$ cat src/rtl/control_sequencer.sv
`default_nettype none
// ============================================================================
// Module      : control_sequencer
// Description : Three-cycle FETCH/DECODE/EXECUTE sequencer. It drives a
//               registered one-hot control word and handles JMP/JZ/JC and HLT.
//               Optional macro CTRL_SINGLE_STEP_EN adds a step input, so that
//               one instruction runs per step pulse.
// Revision    : 1.0  initial release
// ============================================================================
module control_sequencer #(
  parameter int PC_WIDTH = 4
) (
  input  logic                clk,
  input  logic                reset,
  input  logic                run,
`ifdef CTRL_SINGLE_STEP_EN
  input  logic                step,
`endif
  input  logic [7:0]          instr,
  input  logic                zero_flag,
  input  logic                carry_flag,
  output logic [PC_WIDTH-1:0] pc,
  output logic [7:0]          ir,
  output logic [15:0]         control,
  output logic                halted
);

  typedef enum logic [2:0] {
    ST_IDLE    = 3'd0,
    ST_FETCH   = 3'd1,
    ST_DECODE  = 3'd2,
    ST_EXECUTE = 3'd3,
    ST_HALT    = 3'd4
  } state_t;

  localparam logic [3:0] OP_JC  = 4'hC;
  localparam logic [3:0] OP_JZ  = 4'hD;
  localparam logic [3:0] OP_JMP = 4'hE;
  localparam logic [3:0] OP_HLT = 4'hF;

  state_t              state_q, state_d;
  logic [PC_WIDTH-1:0] pc_q, pc_d;
  logic [7:0]          ir_q, ir_d;
  logic [15:0]         control_q, control_d;
  logic                halted_q, halted_d;
  logic                start_ok;
  logic                take_jump;

`ifdef CTRL_SINGLE_STEP_EN
  assign start_ok = run && step;
`else
  assign start_ok = run;
`endif

  always_comb begin
    take_jump = 1'b0;
    case (ir_q[7:4])
      OP_JMP:  take_jump = 1'b1;
      OP_JZ:   take_jump = zero_flag;
      OP_JC:   take_jump = carry_flag;
      default: take_jump = 1'b0;
    endcase
  end

  always_comb begin
    state_d  = state_q;
    pc_d     = pc_q;
    ir_d     = ir_q;
    halted_d = halted_q;
    case (state_q)
      ST_IDLE: begin
        if (start_ok) state_d = ST_FETCH;
      end
      ST_FETCH: begin
        ir_d    = instr;
        pc_d    = pc_q + PC_WIDTH'(1);
        state_d = ST_DECODE;
      end
      ST_DECODE: begin
        if (ir_q[7:4] == OP_HLT) begin
          state_d  = ST_HALT;
          halted_d = 1'b1;
        end else begin
          state_d = ST_EXECUTE;
        end
      end
      ST_EXECUTE: begin
        if (take_jump) pc_d = PC_WIDTH'(ir_q[3:0]);
`ifdef CTRL_SINGLE_STEP_EN
        state_d = ST_IDLE;
`else
        state_d = run ? ST_FETCH : ST_IDLE;
`endif
      end
      ST_HALT: begin
        halted_d = 1'b1;
      end
      default: state_d = ST_IDLE;
    endcase

    // The decode happens one cycle early, so control comes straight from a flop during EXECUTE.
    control_d = (state_d == ST_EXECUTE) ? (16'h0001 << ir_q[7:4]) : 16'h0000;
  end

  always_ff @(posedge clk or posedge reset) begin
    if (reset) begin
      state_q   <= ST_IDLE;
      pc_q      <= '0;
      ir_q      <= 8'h00;
      control_q <= 16'h0000;
      halted_q  <= 1'b0;
    end else begin
      state_q   <= state_d;
      pc_q      <= pc_d;
      ir_q      <= ir_d;
      control_q <= control_d;
      halted_q  <= halted_d;
    end
  end

  assign pc      = pc_q;
  assign ir      = ir_q;
  assign control = control_q;
  assign halted  = halted_q;

endmodule
`default_nettype wire

$ cat config.mk
export PLATFORM = sky130hd
export DESIGN_NAME = control_sequencer
export DESIGN_NICKNAME = d
export VERILOG_FILES = /design/src/rtl/control_sequencer.sv
export SDC_FILE = /design/constraint.sdc
export NUM_CORES = 1
export LEC_CHECK = 0
export ABC_AREA = 1
export CAP_MARGIN = 20
export CORE_UTILIZATION = 30
export CTS_CLUSTER_SIZE = 30
export DETAILED_ROUTE_END_ITERATION = 10
export PLACE_DENSITY = 0.63
export SYNTH_ARGS = -nofsm -noshare
export SYNTH_HDL_FRONTEND = slang
export SYNTH_SLANG_ARGS = --single-unit
$ cat constraint.sdc
create_clock -name clk -period 1.4 [get_ports clk]
set_clock_uncertainty 0.1 [all_clocks]
set_input_delay 0.14 -clock clk [delete_from_list [all_inputs] [get_ports clk]]
set_output_delay 0.14 -clock clk [all_outputs]
set_load 0.02 [all_outputs]
[Yosys cells after proc, flatten, opt, wreduce, memory -nomap -nowiden]
Index checks and enable logic that the tools add are counted.
Storage, ports and cells
  output and inout port bits: 29
  register bits: 32
  logic and storage cells: 33
  bits of input ports: 13
Cells by class
  muxes and demuxes: 10
  reduce and logical (&&, ||, !) cells: 5
  equality and inequality tests: 11
  add/subtract/negate cells: 1
  shift-type cells: 1
Operators by type and width (count)
  equality test 4 bit, second input constant: 4
  two-way mux 16 bit: 1
  << shifter 1 x 4 -> 16 bit, first input constant: 1
  case mux 3 bit (5 select lines): 1
  equality test 3 x 2 -> 1 bit, second input constant: 3
  case mux 4 bit (2 select lines): 1
  two-way mux 3 bit: 2
  adder 4 x 1 -> 4 bit, second input constant: 1
  two-way mux 4 bit: 1
  != test 2 bit, second input constant: 2
  AND reduction 2 bit: 2
  nonzero test 2 bit: 2
  equality test 3 x 1 -> 1 bit, second input constant: 1
  equality test 3 bit, second input constant: 1
  logical NOT 3 bit: 1
  case mux 1 bit (3 select lines): 1
  two-way mux 1 bit: 2
  case mux 1 bit (2 select lines): 1

[Depth between registers and ports, before layout]
  depth in word-level cells: 5
  depth in mapped cells: 8
  mapped depth without buffers: 8

[Worst setup path before layout]
OpenSTA, ideal clock, no wires.
  kind: register to register
  start point: register ir_q[6], in the netlist ir[6]
  end point: register pc_q[0], in the netlist pc[0]
  path slack: 0.060 ns
  path buffers: 0
  data required time: 1.183 ns
  arrival: 1.123 ns
  period minus slack after synthesis: 1.340 ns
  cell stages (with the launch flop): 9
  setup time: 0.117 ns
  path through: dfrtp_1 > nand2_1 > inv_1 > nand2_1 > nand3_2 > nand2_4 > nand2_4 > nand2_1 > nand2_1
Between the ends
  longest elaborated chain between the ends: 4
  elaborated cells between the ends (all ways): 6
  those cells by class: eq/ne (4); mux (1); reduce/logical (1)
RTL lines
  from (decl): line 43  | logic [7:0] ir_q, ir_d;
  from (signal assigned): line 115  | ir_q <= ir_d;
  equality test 4 bit: line 57  | case (ir_q[7:4])
  case mux 1 bit (3 select lines) (*): line 57
  != test 2 bit (no line) (*)
  AND reduction 2 bit (no line) (*)
  to (signal assigned): line 114  | pc_q <= pc_d;
  to (decl): line 42  | logic [PC_WIDTH-1:0] pc_q, pc_d;
Mark *: on every way between the ends. The rest lies on a longest branch, timed or not.
A chain may end at the register's enable or synchronous reset.

[Worst setup path in the final report]
  start point: register ir_q[4], in the netlist ir[4]
  end point: output port ir[4]
RTL lines
  to (decl): line 23  | output logic [7:0] ir,
No word-level cell between the ends.

==> impl_metrics.py <==
metrics = {
    "clock_network": {
        "clkTransAtPathRegs_ns": 0.06,
        "cts_max_level": 2,
        "cts.sinks": 32,
        "cts_tree": "built",
        "cts_root_buf": "clkbuf_8",
        "clockBufferDepth": 2,
        "clock_latency_ns": 0.28,
        "numCtsBuffers": 5,
    },
    "critical_path": {
        "end_kind": "output port",
        "cp.arrival_ns": 1.08,
        "max_stage_delay_ns": 0.46,
        "cp_slowest_cell": "dfrtp_2",
        "worst-path-max-fanout": 7,
        "crit_path_start_kind": "flop",
        "r2r_cells": 5,
        "r2r-end": "control[6]",
        "critPathBufInv": 1,
        "cp_cell_sequence": "dlygate4sd2_1",
        "r2r-start": "ir[4]",
        "critPathRequiredTime_ns": 1.16,
        "crit_type": "flop to output port",
        "cp_top_family": "flip-flops",
        "r2r_setup_slack_ns": 0.09,
    },
    "layout": {
        "final_area_sq_mm": 0.001889,
        "drive_gt1_frac": 0.1789,
        "num_antenna_cells": 0,
        "syn2layout_area_growth_pct": 43.95,
        "fin_nets": 204,
    },
    "die": {
        "io_pins": 42,
        "die_w_um": 68.15,
        "initial_core_util": 0.3212,
        "coreArea_sq_mm": 0.004086,
        "die_h_um": 68.15,
        "fp.dieArea_sq_mm": 0.004644,
        "rows": 23,
    },
    "drt": {
        "totalWireLength_mm": 2.779,
        "via_per_inst": 4.425,
        "drt_first_pass_iters": 4,
        "drt_first_iter_violations": 21,
        "via_count": 1062,
        "antenna_left": 0,
        "drt_drc_violations_left": 0,
        "routedWlPerCell_um": 11.58,
    },
    "yosys": {
        "yosysWarnings": 0,
        "synth_edf_count": 0,
        "yosys.cell_types.count": 21,
        "synthArstFlopShare": 1.000,
        "yosys.cell_count.top_type": "dfrtp_1",
        "synth_nets": 151,
        "synth-seq-cells": 32,
        "synth_seq_area_share": 0.6101,
        "ys_top_cells_by_area": "dfrtp_1, nand2_1, nor2_1",
        "synth_flop_cell": "dfrtp_1",
        "synthesis.area_sq_mm": 0.001313,
        "netlist_top_cells_count": "dfrtp_1, nand2_1, nor2_1",
        "synth_area_per_cell_sq_um": 9.580,
        "syn_inst": 137,
        "yosysTopAreaCell": "dfrtp_1",
        "synth_top_area_share": 0.6101,
    },
    "timing": {
        "setup_viol": 0,
        "finalCritPeriodShare": 0.9395,
        "rsz0062_at_grt": "true",
        "fmax_mhz": 760.3,
        "period_needed_ns": 1.315,
        "setup_tns_ns": 0,
        "hold_viol": 0,
        "slew_violations": 0,
    },
    "global_route": {
        "grt_pass1_vias": 1081,
        "grt_pass1_wl_mm": 4.878,
        "grt-ovfl-total": 0,
        "track_usage": 0.1493,
        "antenna_found_initial": 0,
        "grt_max_degree": 33,
    },
    "power_and_ir_drop": {
        "p_leak_nw": 0.9895,
        "ir_worst_vdd_mv": 1.114,
        "power_density_mw_per_mm2": 2049,
    },
    "placement": {
        "place_congestion": 0.8299,
        "portBuffers": 41,
        "dp_hpwl_mm": 2.167,
        "placed_area_sq_mm": 0.001824,
    },
    "flow_run": {
        "maxCapViolations": 0,
    },
    "min_path": {
        "hold_path_class": "input port to async pin",
    },
    "status": {
        "status": "finished, final reports clean",
    },
}
-- worst register-to-register path, delay by kind of cell, from the launching register on --
kind / cells / cell delay, ns
buffers and inverters: 1 / 0.11
DFF: 1 / 0.46
and+or+nand+nor: 4 / 0.55
-- cells in the final DEF, fill, tap and decap left out --
master / n
a21oi_1: 5
buf_12: 1
buf_4: 5
clkbuf_1: 1
clkbuf_8: 5
clkdlybuf4s50_1: 12
clkinv_2: 1
conb_1: 1
dfrtp_1: 30
dfrtp_2: 2
dlygate4sd2_1: 29
ha_1: 1
inv_1: 10
inv_2: 5
mux2_2: 3
nand2_1: 29
nand2_2: 2
nand2_4: 2
nand3_1: 9
nand3_2: 1
nor2_1: 18
nor2_2: 5
nor3_1: 5
nor4_2: 1
o21ai_0: 4
o31ai_2: 1
or2_1: 1
xnor2_1: 1
-- through the flow --
step	hold WS (ns)	setup slack [ns]	util	std cells	power [mW]
floorplan	0.1562	0.05992	-	137	2.574
global placement	0.3524	0.07590	0.4464	232	3.313
detailed placement	0.3603	0.01042	0.4464	232	3.353
CTS	0.09275	0.02296	0.4581	239	3.855
global route	0.1313	-0.001880	0.4623	240	4.217
finish	0.09146	0.08471	0.4623	240	3.872
-- logic make-up after synthesis --
logic type | synth area share
other cells | 0.002857
fa+ha+maj | 0.009531
simple gates | 0.2498
buf+inv | 0.05148
flops | 0.6101
compound gates | 0.04385
xor+xnor | 0.006674
mux | 0.02574
-- area by class of cell --
| type | count | area (sq um) |
|---|---|---|
| clock inverters | 1 | 5.005 |
| multi-input cells | 89 | 457.9 |
| flip-flops and latches | 32 | 803.3 |
| inverters | 15 | 56.30 |
| fillers | 407 | 2197 |
| repair buffers | 47 | 431.7 |
| clock buffers | 6 | 72.57 |
| well taps | 50 | 62.56 |
-- metal layers --
metal	global-route usage	wire length, um	vias to the layer above
met4	0.07031	54	0
met2	0.2549	1353	36
met3	0.05500	200	6
met5	0	0	-
met1	0.1628	1171	482
li1	-	-	538
-- worst max path at each step --
stage                     cells past startpoint  startpoint  slack (ns)         end
after floorplan                               8       ir[6]        0.06       pc[0]
after global placement                        1       ir[4]        0.08       ir[4]
after detailed placement                      5       ir[4]        0.01  control[6]
after CTS                                     1       ir[4]        0.02       ir[4]
after global routing                          8       ir[7]      -0.002       pc[1]
final                                         1       ir[4]        0.08       ir[4]
-- registers in the layout (all words and copies together), names as in the netlist --
register  cells
halted        1
ir            8
pc            4
control      16
state_q       3
-- what timing repair did --
action / CTS / global route
buffers inserted: 0 / 1
endpoints found under the setup margin: 30 / 12
endpoints found under the hold margin: 0 / 0
hold buffers: 0 / 0
resized for setup: 30 / 8
pin swaps: 0 / 1
-- where the power goes --
part | switching, mW | internal [mW]
combinational | 1.11 | 0.697
sequential | 0.241 | 1.19
clock | 0.299 | 0.337
total | 1.65 | 2.22
No activity file was read; power rests on OpenSTA's default activity.
